$ cat config.mk
export PLATFORM = sky130hd
export DESIGN_NAME = forward_converter_pipe_32769_32768_32767
export DESIGN_NICKNAME = d
export VERILOG_FILES = /design/src/rtl/forward_converter_pipe_32769_32768_32767.sv
export SDC_FILE = /design/constraint.sdc
export NUM_CORES = 1
export LEC_CHECK = 0
export BUFFER_PORTS_ARGS = -buffer_cell sky130_fd_sc_hd__buf_2
export CAP_MARGIN = 10
export CORE_AREA = 2 2 128 130
export CTS_CLUSTER_DIAMETER = 100
export DETAILED_ROUTE_END_ITERATION = 16
export DIE_AREA = 0 0 130 132
export PLACE_DENSITY = 0.8
export SYNTH_ARGS = -nofsm -noshare
export SYNTH_HDL_FRONTEND = slang
export SYNTH_SLANG_ARGS = --single-unit
$ cat constraint.sdc
create_clock -name clk -period 7.5 [get_ports clk]
set_input_delay 0 -clock clk [delete_from_list [all_inputs] [get_ports clk]]
set_output_delay 0 -clock clk [all_outputs]
set_load 0.03 [all_outputs]
$ cat src/rtl/forward_converter_pipe_32769_32768_32767.sv
// Binary-to-RNS forward converter for moduli {2^15+1, 2^15, 2^15-1}; 3-stage pipeline.
// Latency 3 cycles; one global stall: every stage holds while out_valid & ~out_ready.
module forward_converter_pipe_32769_32768_32767 #(
    parameter int N = 15
) (
    input  logic           clk,
    input  logic           rst_n,
    input  logic           in_valid,
    output logic           in_ready,
    input  logic [3*N-1:0] in_data,
    output logic           out_valid,
    input  logic           out_ready,
    output logic [N:0]     out_x1,
    output logic [N-1:0]   out_x2,
    output logic [N-1:0]   out_x3,
    output logic           out_of_range
);
    localparam int unsigned M1 = (1 << N) + 1;
    localparam int unsigned M3 = (1 << N) - 1;
    localparam logic [3*N-1:0] M_RANGE  = {{(2*N){1'b1}}, {N{1'b0}}};
    localparam logic [N+1:0]   C_M1_17  = (N+2)'(M1);
    localparam logic [N+1:0]   C_2M1_17 = (N+2)'(2 * M1);
    localparam logic [N:0]     C_M1_16  = (N+1)'(M1);
    localparam logic [N:0]     C_M3_16  = (N+1)'(M3);
    localparam logic [N-1:0]   C_M3_15  = N'(M3);

    logic en;

    // stage 1
    logic           v1_q;
    logic [N+1:0]   s3_q, s3_d, t1_q, t1_d;
    logic [N-1:0]   a0_1_q;
    logic           oor_1_q, oor_1_d;
    // stage 2
    logic           v2_q;
    logic [N:0]     u_q, u_d, p1_q, p1_d;
    logic [N-1:0]   a0_2_q;
    logic           oor_2_q;
    // stage 3 / outputs
    logic           v3_q;
    logic [N:0]     x1_q, x1_d;
    logic [N-1:0]   x2_q, x3_q, x3_d;
    logic           oor_3_q;

    assign en       = ~v3_q | out_ready;
    assign in_ready = en;

    always_comb begin
        s3_d    = {2'b00, in_data[N-1:0]} + {2'b00, in_data[2*N-1:N]} + {2'b00, in_data[3*N-1:2*N]};
        // bias by M1 so the difference never goes negative
        t1_d    = {2'b00, in_data[N-1:0]} + {2'b00, in_data[3*N-1:2*N]} + C_M1_17
                  - {2'b00, in_data[2*N-1:N]};
        oor_1_d = (in_data >= M_RANGE);

        u_d = {1'b0, s3_q[N-1:0]} + {{(N-1){1'b0}}, s3_q[N+1:N]};
        // 16-bit wraparound is exact here because each true result is below 2^16
        if (t1_q >= C_2M1_17) begin
            p1_d = t1_q[N:0] - C_2M1_17[N:0];
        end else if (t1_q >= C_M1_17) begin
            p1_d = t1_q[N:0] - C_M1_16;
        end else begin
            p1_d = t1_q[N:0];
        end

        x1_d = (p1_q >= C_M1_16) ? (p1_q - C_M1_16) : p1_q;
        x3_d = (u_q >= C_M3_16) ? (u_q[N-1:0] - C_M3_15) : u_q[N-1:0];
    end

    always_ff @(posedge clk or negedge rst_n) begin
        if (!rst_n) begin
            v1_q    <= 1'b0;
            s3_q    <= '0;
            t1_q    <= '0;
            a0_1_q  <= '0;
            oor_1_q <= 1'b0;
            v2_q    <= 1'b0;
            u_q     <= '0;
            p1_q    <= '0;
            a0_2_q  <= '0;
            oor_2_q <= 1'b0;
            v3_q    <= 1'b0;
            x1_q    <= '0;
            x2_q    <= '0;
            x3_q    <= '0;
            oor_3_q <= 1'b0;
        end else if (en) begin
            v1_q <= in_valid;
            v2_q <= v1_q;
            v3_q <= v2_q;
            if (in_valid) begin
                s3_q    <= s3_d;
                t1_q    <= t1_d;
                a0_1_q  <= in_data[N-1:0];
                oor_1_q <= oor_1_d;
            end
            u_q     <= u_d;
            p1_q    <= p1_d;
            a0_2_q  <= a0_1_q;
            oor_2_q <= oor_1_q;
            // bubbles never disturb the visible outputs
            if (v2_q) begin
                x1_q    <= x1_d;
                x2_q    <= a0_2_q;
                x3_q    <= x3_d;
                oor_3_q <= oor_2_q;
            end
        end
    end

    assign out_valid    = v3_q;
    assign out_x1       = x1_q;
    assign out_x2       = x2_q;
    assign out_x3       = x3_q;
    assign out_of_range = oor_3_q;

endmodule
After elaboration in Yosys (flattened, before gate mapping)
Cells that the tools add are included.
{ "op_classes": {"n_reduce_logical": 2, "bitwise": 2, "addsub": 10, "order_cmp": 5, "n_mux": 4} }
{ "op_table": {"columns": ["cell", "count"], "rows": [
  ["two-way mux 16 bit", 3],
  [">= comparator 45 bit (second input constant)", 1],
  ["adder 15 x 15 -> 16 bit", 2],
  ["subtractor 16 bit (second input constant)", 2],
  ["adder 16 x 15 -> 17 bit", 1],
  ["adder 16 x 16 -> 17 bit (second input constant)", 1],
  [">= comparator 17 x 16 -> 1 bit (second input constant)", 1],
  [">= comparator 17 bit (second input constant)", 1],
  ["subtractor 17 x 15 -> 17 bit", 1],
  ["adder 15 x 2 -> 16 bit", 1],
  [">= comparator 16 x 15 -> 1 bit (second input constant)", 1],
  [">= comparator 16 bit (second input constant)", 1],
  ["subtractor 16 x 2 -> 16 bit (second input constant)", 1],
  ["two-way mux 15 bit", 1],
  ["subtractor 15 bit (second input constant)", 1],
  ["AND reduction 2 bit", 2],
  ["NOT 1 bit", 1],
  ["bitwise OR 1 bit", 1]
]} }
{ "word_totals": {"register_bits": 148, "out_inout_bits": 49} }

Longest topological paths before layout
Gate-level depths: netlist of the first run.
{ "depth": {"word_depth": 3, "ltp_mapped": 11, "depth_no_buf": 11} }

Worst setup path after synthesis of the first run
Ideal clock, no wire load.
{ "synth_path": {"kind": "reg-to-reg", "startpoint": "register t1_q[2]", "endpoint": "register p1_q[10]", "period_less_slack_ns": 2.479, "path_stages_with_launch": 10, "setup_time_ns": 0.131, "required_time_ns": 7.369, "path_slack_ns": 5.021, "arrival_time_ns": 2.348, "path_cell_list": "dfrtp_1 buf_2 inv_1 ha_1 nor4b_4 nand4_4 or4_4 a311oi_1 xnor2_1 o21ai_1"} }
{ "synth_via": {"elab_chain_len": 3, "elab_cells_between_ends": 6, "cone_classes": "2 x add/sub; 2 x order compare; 2 x mux"} }
{ "synth_lines": {"columns": ["element", "line", "text"], "rows": [
  ["from (decl)", "31", "logic [N+1:0] s3_q, s3_d, t1_q, t1_d;"],
  ["from (signal assigned)", "92", "t1_q <= t1_d;"],
  ["subtractor 16 bit or >= comparator 17 x 16 -> 1 bit (tied branches)", "60, 59", null],
  ["two-way mux 16 bit", "59", "end else if (t1_q >= C_M1_17) begin"],
  ["two-way mux 16 bit *", "57", "if (t1_q >= C_2M1_17) begin"],
  ["to (signal assigned)", "97", "p1_q <= p1_d;"],
  ["to (decl)", "36", "logic [N:0] u_q, u_d, p1_q, p1_d;"]
]} }
Every way passes the cells marked *; elsewhere a longest branch is shown, timed or not.
A chain may end at the register's enable or synchronous reset.

Worst setup path in the final report of the first run
{ "layout_path": {"startpoint": "register v3_q, in the netlist out_valid", "endpoint": "register x1_q[1], in the netlist out_x1[1]"} }
{ "layout_via": {"elab_chain_len": 3} }
{ "layout_lines": {"columns": ["element", "line", "text"], "rows": [
  ["from (decl)", "40", "logic v3_q;"],
  ["from (signal assigned)", "89", "v3_q <= v2_q;"],
  ["NOT 1 bit", "45", "assign en = ~v3_q | out_ready;"],
  ["bitwise OR 1 bit", "45", null],
  ["AND reduction 2 bit (no line)", null, null],
  ["to (signal assigned)", "82", "x1_q <= '0;"],
  ["to (signal assigned)", "102", "x1_q <= x1_d;"],
  ["to (decl)", "41", "logic [N:0] x1_q, x1_d;"]
]} }
No other way between the ends.

==> impl_results.md, run 1 <==
- Status: completed
- Final nets: 1266
- Iteration-0 DRC Markers: 481
- Die height: 132 um
- Sequential share of power: 0.377
- Global route overflow: 0
- Commonest non-fill, non-tap cells in the layout: nand2_1 (191), dfrtp_1 (148), inv_1 (105)
- Hold Crit Class: primary input to register
- Clock Latency Late Sink: 0.42 ns
- Leak Pwr: 5.03 nW
- Max incr delay on CP: 0.51 ns
- #FFs+latches synth: 148
- Syn nets: 1168
- Post-synth EDFFs: 0
- First-pass GRT wire length: 34900 um
- Remaining antenna violation count: 0
- Ports: 98
- Worst path slowest cell: buf_4
- Crit Path Class: register to register
- Antenna cell count: 0
- CP arrival: 3.54 ns
- Fraction of registers with async set/reset: 1.00
- Cell mode on critical path: buf_4
- Internal power: 0.00219 W
- Vias in the first global route: 7173
- Share of Yosys cell area claimed by the top area cell type: 0.398
- Crit path cell chain: nor2b_4, buf_4, inv_1, buf_4, nand2_2, buf_4, mux2_2
- Root Driver: clkbuf_16
- Clock sinks: 148
- Routed vias/inst: 5.49
- Ys flop type: dfrtp_1
- Unique masters post-synth: 62
- P_sw: 0.00164 W
- Register Area: 3700 um^2
- Chip Width: 130 um
- CP max FO: 66
- Share of cells above drive strength 1: 0.144
- Vias: 7537
- WL final: 21000 um
- Pre-antenna DRT Iters: 5
- RSZ-0062 raised after global routing: false
- Core Area: 15700 um^2
- Startpoint types: register
- Tmin final: 3.23 ns
- Tot Pwr: 0.00383 W
- Synth top area cells: dfrtp_1 (40%), nand2_1 (7.8%), fa_1 (6.9%)
- Area Overhead vs Synth: 15.1%
- Worst vdd ir: 0.207 mV
- Sum Neg Setup Slack: 0 ns
- CTS buffer count: 17
- Final Core Density: 0.682
- Crit path capture type: register
- CTS tree: built
- Sw Ratio: 0.428
- Global-route usage over all layers: 0.257
- Slew headroom: 0.426
- Fmax: 310 MHz
- Worst-Margin Slew: 0.861 ns
- Area leader, netlist: dfrtp_1
- Clock-pin slew on the worst setup and hold paths: 0.06 ns
- DRC: 0
- Syn avg cell area: 8.91 um^2
- CTS max path bufs: 2
- Crit share post-route: 0.430
- Initial antenna violation count: 0
- Clk_skew: 0.00537 ns
- Sequential element share of the synthesized area: 0.398
- Final setup fails: 0
- DR WL/cell: 15.3 um
- GPL Wtd Cong: 0.949
- Pwr per Cell Area: 357 nW/um^2
- Initial Utilization: 0.593
- Clock share of power: 0.219
- Largest net degree at the start of global routing: 102
- Placement row count: 46
- Fillcell total: 1302
- Slew Viols, Final: 0
- Hpwl dp: 15700 um
- Commonest non-fill, non-tap cell in the layout: nand2_1
- Die area: 17200 um^2
- Synthesized area: 9320 um^2
- Final Hold Vio Count: 0
- Footprint of the multi-input gates: 5070 um^2
- Number of max-cap violations: 0
- Yosys warns: 0
- Part of the power in combinational logic: 0.404
- Cell count after synthesis: 1046
- Critical Path RT: 7.81 ns
- Port Buf Inserts: 97
- H-tree depth: 4
-- worst paths after layout --
kind / start / end / slack, ns / depth (start not counted)
setup / recovery: out_valid / out_x1[1] / 4.27 / 7
hold / removal: in_data[12] / a0_1_q[12] / 0.003 / 3
setup reg to reg: out_valid / out_x1[1] / 4.27 / 7
hold reg to reg: a0_2_q[6] / a0_2_q[6] / 0.47 / 2
max in group asynchronous: rst_n / s3_q[10] / 6.09 / 3
min in group asynchronous: rst_n / out_x1[0] / 0.22 / 2
-- timing repair --
| item | in CTS | in global routing |
|---|---|---|
| hold buffers | 15 | 0 |
| hold endpoints to repair | 105 | 0 |
| setup buffers | 0 | 0 |
| resized for setup | 0 | 0 |
-- power groups by stage --
stage	sequential (W)	clock, W	combinational [W]
after detailed placement	0.00145	0	0.00153
after floorplan	0.00158	0	0.000965
after global placement	0.00144	0	0.00149
after global routing	0.00150	0.000887	0.00173
final	0.00144	0.000838	0.00155
after CTS	0.00144	0.000850	0.00155
-- cell usage after synthesis (16+ instances only) --
cell,number
a21oi_1,38
clkbuf_1,30
dfrtp_1,148
fa_1,32
ha_1,41
inv_1,105
mux2_2,20
nand2_1,193
nand3_1,23
nand4_1,16
nor2_1,43
nor3_1,22
o21ai_0,86
o21ai_1,30
xnor2_1,45
xor2_1,26
-- flip-flops by register name, indices dropped and copies added (netlist names) --
signal,flops
s3_q,17
t1_q,17
out_x1,16
p1_q,16
u_q,16
a0_1_q,15
a0_2_q,15
out_x2,15
out_x3,15
oor_1_q,1
oor_2_q,1
out_of_range,1
out_valid,1
v1_q,1
v2_q,1
-- metal layers --
layer	routed length, um	vias to the layer above	track usage
met5	0	-	0
met4	510	0	0.0890
met3	1070	36	0.0503
met2	9950	237	0.412
met1	9490	3518	0.349
li1	-	3746	-
-- stage by stage --
stage	worst slack (ns)	cells	hold WS, ns	instance area (um^2)
2_1_floorplan	5.02	1046	-0.296	9320
3_3_place_gp	4.40	1325	0.117	9970
4_1_cts	4.25	1372	0.00145	10700
5_1_grt	3.94	1373	0.0389	10700
3_5_place_dp	4.31	1325	0.121	9970
6_report	4.27	1373	0.00259	10700
-- worst max-delay path, delay by kind of cell (launching register included) --
| family | cells | cell delay, ns |
|---|---|---|
| muxes | 1 | 0.39 |
| DFF | 1 | 0.36 |
| buffers and inverters | 4 | 1.84 |
| and+or+nand+nor | 2 | 0.49 |
-- cell type report --
class / instances / area share
Clock buffer: 17 / 0.0397
Clock inverter: 15 / 0.0152
Inverter: 105 / 0.0368
Multi-Input combinational cell: 754 / 0.473
Sequential cell: 148 / 0.346
Tap cell: 216 / 0.0252
Timing Repair Buffer: 118 / 0.0641
-- kinds of logic after synthesis --
group                    synth area share
AND/OR/NAND/NOR                     0.179
AO/OA/AOI/OAI                       0.146
XOR/XNOR                           0.0668
flip-flops                          0.398
buffers and inverters              0.0590
multiplexers                       0.0275
adder cells (fa/ha/maj)             0.124
Power figures use the tool's default switching activity.
==> run 2: changes to the inputs <==
- CORE_AREA: 2 2 128 130 -> 2 2 135 137
- DIE_AREA: 0 0 130 132 -> 0 0 137 139
- PLACE_DENSITY: 0.8 -> 0.76
- clock period: 7.5 -> 2.94 ns (I/O delays scaled with it)
==> impl_results.md, run 2 (synthesis gave the netlist of run 1 again) <==
- Post CTS Setup Buffer Count: 0
- Crit path capture type: register
- CP arrival: 3.05 ns
- Worst vdd ir: 0.759 mV
- Core Area: 17700 um^2
- DRC: 0
- Area Overhead vs Synth: 16.3%
- CTS tree: built
- WL final: 21300 um
- Chip Width: 137 um
- Hpwl dp: 16000 um
- Routed vias/inst: 5.45
- CTS buffer count: 17
- Commonest non-fill, non-tap cell in the layout: nand2_1
- FF-to-FF End: p1_q[8]
- Pwr per Cell Area: 912 nW/um^2
- Vias in the first global route: 7070
- Top flop regs: s3_q x17, t1_q x17
- Antenna cell count: 0
- GPL Wtd Cong: 0.963
- RSZ-0062 raised after global routing: true
- Number of max-cap violations: 0
- Leak Pwr: 5.09 nW
- Die area: 19000 um^2
- R2R depth: 8
- CTS max path bufs: 2
- CP max FO: 4
- Tmin final: 2.78 ns
- Fillcell total: 1485
- Slew headroom: 0.527
- Global-route usage over all layers: 0.232
- Slew Viols, Final: 0
- Largest net degree at the start of global routing: 78
- Port Buf Inserts: 97
- Clock-pin slew on the worst setup and hold paths: 0.06 ns
- Fmax: 360 MHz
- Final setup fails: 0
- Root Driver: clkbuf_16
- Crit share post-route: 0.945
- Status: completed
- Critical Path RT: 3.22 ns
- Ports: 98
- Iteration-0 DRC Markers: 457
- Share of cells above drive strength 1: 0.152
- R2r startpoint: t1_q[1]
- Vias: 7583
- Global route overflow: 0
- Commonest non-fill, non-tap cells in the layout: nand2_1 (191), dfrtp_1 (148), inv_1 (105)
- Clock sinks: 148
- Die height: 139 um
- Initial Utilization: 0.528
- First-pass GRT wire length: 34800 um
- Worst-Margin Slew: 0.707 ns
- Crit Path Class: primary input to register
- Initial antenna violation count: 0
- Placement row count: 49
- Startpoint types: primary input
- Flop-to-flop setup slack: 0.23 ns
- DR WL/cell: 15.3 um
- Clock Latency Late Sink: 0.43 ns
- Pre-antenna DRT Iters: 5
- Tot Pwr: 0.00988 W
- H-tree depth: 4
- Clk_skew: 0.0126 ns
- Final Hold Vio Count: 0
- Crit path capture: s3_q[11]
- Sum Neg Setup Slack: 0 ns
- Hold Crit Class: primary input to register
- Final nets: 1272
- CP Launch Point: in_data[1]
- Remaining antenna violation count: 0
## run 2: cell types whose count changed in the layout (fill, tap and decap cells not counted), sizes merged
| cell | previous run | this run |
|---|---|---|
| clkinv | 2 | 6 |
| clkinvlp | 4 | 1 |
| buf | 103 | 111 |
| dlygate4sd3 | 15 | 13 |
| bufinv | 1 | 2 |
| inv | 113 | 111 |
## run 2: worst max-delay path: stages
cell           delay, ns
dlygate4sd3_1       0.54
buf_2               0.14
fa_1                0.50
ha_1                0.26
fa_1                0.44
a211oi_1            0.27
o21ai_0             0.16
a31oi_2             0.31
o21ai_0             0.17
xnor2_1             0.15
o21ai_0             0.09
## run 2: worst min path at each step
stage	start	to	slack (ns)	cells past startpoint
detailed placement	rst_n	out_x1[14]	0.06	1
CTS	in_data[32]	oor_1_q	0.002	5
global route	in_data[10]	a0_1_q[10]	0.03	3
global placement	rst_n	out_x1[14]	0.05	1
floorplan	rst_n	a0_1_q[0]	-0.30	0
finish	in_data[32]	oor_1_q	0.02	5
## run 2: cell type report
class	count	area, um^2	area share
repair buffers	124	764	0.0706
clock inverters	15	170	0.0157
well taps	229	287	0.0265
multi-input cells	754	5090	0.470
inverters	105	394	0.0364
flip-flops and latches	148	3700	0.342
clock buffers	17	425	0.0393
## run 2: routing by layer
metal / vias up / wire, um / GRT usage / share of wire
met1: 3569 / 9890 / 0.325 / 0.46
met4: 0 / 378 / 0.0722 / 0.018
met2: 221 / 9850 / 0.361 / 0.46
li1: 3765 / - / - / -
met5: - / 0 / 0 / 0
met3: 28 / 1160 / 0.0482 / 0.054
## run 2: repair_timing
item	CTS	global route
hold buffers	13	0
endpoints found under the setup margin	0	5
hold endpoints to repair	82	0
resized for setup	0	4
## run 2: where the power goes
group          internal, W  leakage [nW]  switching, W
Clock              0.00127         0.292      0.000916
Combinational      0.00156          2.96       0.00245
Sequential         0.00287          1.83      0.000816
## run 2: per-stage QoR
step / worst slack, ns / hold WS [ns] / cells / cell area [um^2] / util
5_1_grt: -0.0328 / 0.0314 / 1392 / 10800 / 0.613
2_1_floorplan: 0.461 / -0.296 / 1046 / 9320 / -
6_report: 0.162 / 0.0159 / 1392 / 10800 / 0.613
4_1_cts: 0.109 / 0.00182 / 1392 / 10800 / 0.613
3_5_place_dp: 0.199 / 0.0564 / 1347 / 10100 / 0.572
3_3_place_gp: 0.207 / 0.0536 / 1347 / 10100 / 0.572
==> run 3: changes to the inputs <==
- CELL_PAD_IN_SITES_DETAIL_PLACEMENT: unset -> 0
- CELL_PAD_IN_SITES_GLOBAL_PLACEMENT: unset -> 1
- CORE_AREA: 2 2 135 137 -> 2 2 156 158
- DIE_AREA: 0 0 137 139 -> 0 0 158 160
- GPL_ROUTABILITY_DRIVEN: unset -> 0
- PLACE_DENSITY: 0.76 -> unset
- PLACE_DENSITY_LB_ADDON: unset -> 0.1
==> impl_results.md, run 3 (synthesis gave the netlist of run 1 again) <==
- Critical Path RT: 3.23 ns
- Global route overflow: 0
- Fillcell total: 2460
- Clock sinks: 148
- Sequential share of power: 0.370
- Initial antenna violation count: 0
- Slew headroom: 0.557
- Share of cells above drive strength 1: 0.154
- Die height: 160 um
- CTS max path bufs: 2
- Status: completed
- Footprint of the multi-input gates: 5080 um^2
- Iteration-0 DRC Markers: 376
- Slew Viols, Final: 0
- Clock share of power: 0.221
- Ports: 98
- Chip Width: 158 um
- Commonest non-fill, non-tap cell in the layout: nand2_1
- Crit path cell chain: dlygate4sd3_1, buf_2, inv_1, fa_1, inv_1, ha_1, a211oi_1, o21bai_1, a21oi_1, o21ai_0, a2111oi_1, o41ai_1
- CTS buffer count: 17
- Leak Pwr: 5.11 nW
- RSZ-0062 raised after global routing: false
- Post CTS Setup Buffer Count: 0
- Setup ws final: 0.209 ns
- Crit share post-route: 0.929
- DRC: 0
- CP max FO: 3
- Global-route usage over all layers: 0.192
- Dpl cell area: 10200 um^2
- Worst vdd ir: 0.420 mV
- Hpwl dp: 18000 um
- WL final: 23100 um
- Area Overhead vs Synth: 17.8%
- Vias in the first global route: 7202
- Worst path slowest cell: fa_1
- Startpoint types: primary input
- Placed insts: 1447
- Met3 Resource Use GR: 0.0269
- Sum Neg Setup Slack: 0 ns
- Grt peak-use layer: met2
- Number of max-cap violations: 0
- Worst slack, placed: 0.263 ns
- Final nets: 1276
- WP buf/inv: 4
- Crit path capture type: register
- First-pass GRT wire length: 38200 um
- Tmin final: 2.73 ns
- Cell mode on critical path: inv_1
- Clock-pin slew on the worst setup and hold paths: 0.07 ns
- Largest net degree at the start of global routing: 72
- Final Hold Vio Count: 0
- Die area: 25300 um^2
- Clk_skew: 0.0164 ns
- Root Driver: clkbuf_16
- Clock Latency Late Sink: 0.43 ns
- CP arrival: 3.02 ns
- P_sw: 0.00430 W
- H-tree depth: 4
- CP delay by family, top: compound AO/OA/AOI/OAI gates
- Fmax: 366 MHz
- Max incr delay on CP: 0.58 ns
- Pre-antenna DRT Iters: 4
- CTS tree: built
- Placement row count: 57
- Initial Utilization: 0.391
- Non-Filler Instances: 1491
- Remaining antenna violation count: 0
- Final setup fails: 0
- Top flop regs: s3_q x17, t1_q x17
- Global routing met1 resource utilization: 0.273
- Internal power: 0.00560 W
- GR Layer Usage met2: 0.306
- Sw Ratio: 0.434
- Core Area: 23800 um^2
- Port Buf Inserts: 97
- Register Area: 3700 um^2
- Hold Crit Class: primary input to register
- Part of the power in combinational logic: 0.409
- Worst-Margin Slew: 0.663 ns
- Commonest non-fill, non-tap cells in the layout: nand2_1 (191), dfrtp_1 (148), inv_1 (105)
- Cell area after layout: 11000 um^2
- Antenna cell count: 0
- Pwr per Cell Area: 902 nW/um^2
- Vias: 7381
- Routed vias/inst: 4.95
- Crit Path Class: primary input to register
- DR WL/cell: 15.5 um
## run 3: cell count changes in the layout (fill, tap and decap cells not counted), sizes merged
| cell | before | now |
|---|---|---|
| inv | 111 | 113 |
| clkinvlp | 1 | 0 |
| dlygate4sd3 | 13 | 12 |
| buf | 111 | 116 |
| bufinv | 2 | 0 |
| clkinv | 6 | 7 |
## run 3: worst register-to-register path: cells and delay by family, from the launching register on
| family | cells | cell delay [ns] |
|---|---|---|
| flops | 1 | 0.43 |
| fa+ha+maj | 1 | 0.25 |
| simple gates | 3 | 1.15 |
| buf+inv | 1 | 0.17 |
| xor+xnor | 1 | 0.16 |
| compound gates | 2 | 0.40 |
## run 3: metrics by stage
step | total power, W | utilization | hold WS, ns
after floorplan | 0.00650 | - | -0.296
after global placement | 0.00774 | 0.430 | -0.0198
after detailed placement | 0.00779 | 0.430 | -0.0233
after CTS | 0.0100 | 0.461 | 0.0113
after global routing | 0.0107 | 0.461 | 0.00850
final | 0.00990 | 0.461 | 0.0000166
## run 3: metal layers
layer | vias up | part of all wire
met3 | 22 | 0.031
met2 | 142 | 0.46
met1 | 3451 | 0.49
met5 | - | 0
met4 | 0 | 0.018
li1 | 3766 | -
## run 3: worst paths after layout
kind | slack (ns) | endpoint | cells past startpoint | startpoint
max | 0.21 | s3_q[10] | 12 | in_data[2]
min | 0.00002 | a0_1_q[13] | 3 | in_data[13]
max reg2reg | 0.25 | p1_q[12] | 8 | t1_q[1]
min reg2reg | 0.47 | a0_2_q[13] | 2 | a0_2_q[13]
max in group asynchronous | 2.06 | t1_q[13] | 3 | rst_n
min in group asynchronous | 0.08 | out_x1[14] | 2 | rst_n
## run 3: area by class of cell
class | count | share of cell area
well taps | 324 | 0.0369
clock inverters | 15 | 0.0161
clock buffers | 17 | 0.0388
repair buffers | 128 | 0.0722
inverters | 105 | 0.0359
flip-flops and latches | 148 | 0.338
multi-input cells | 754 | 0.463
## run 3: what timing repair did
item / 4_1_cts / 5_1_grt
resized for setup: 0 / 1
endpoints found under the setup margin: 0 / 1
hold endpoints to repair: 116 / 0
hold buffers: 12 / 0
## run 3: power groups by stage
stage	sequential, W	combinational, W	clock [W]
after global placement	0.00369	0.00405	0
after CTS	0.00367	0.00411	0.00224
final	0.00366	0.00405	0.00219
after global routing	0.00381	0.00458	0.00232
after detailed placement	0.00371	0.00408	0
after floorplan	0.00403	0.00246	0
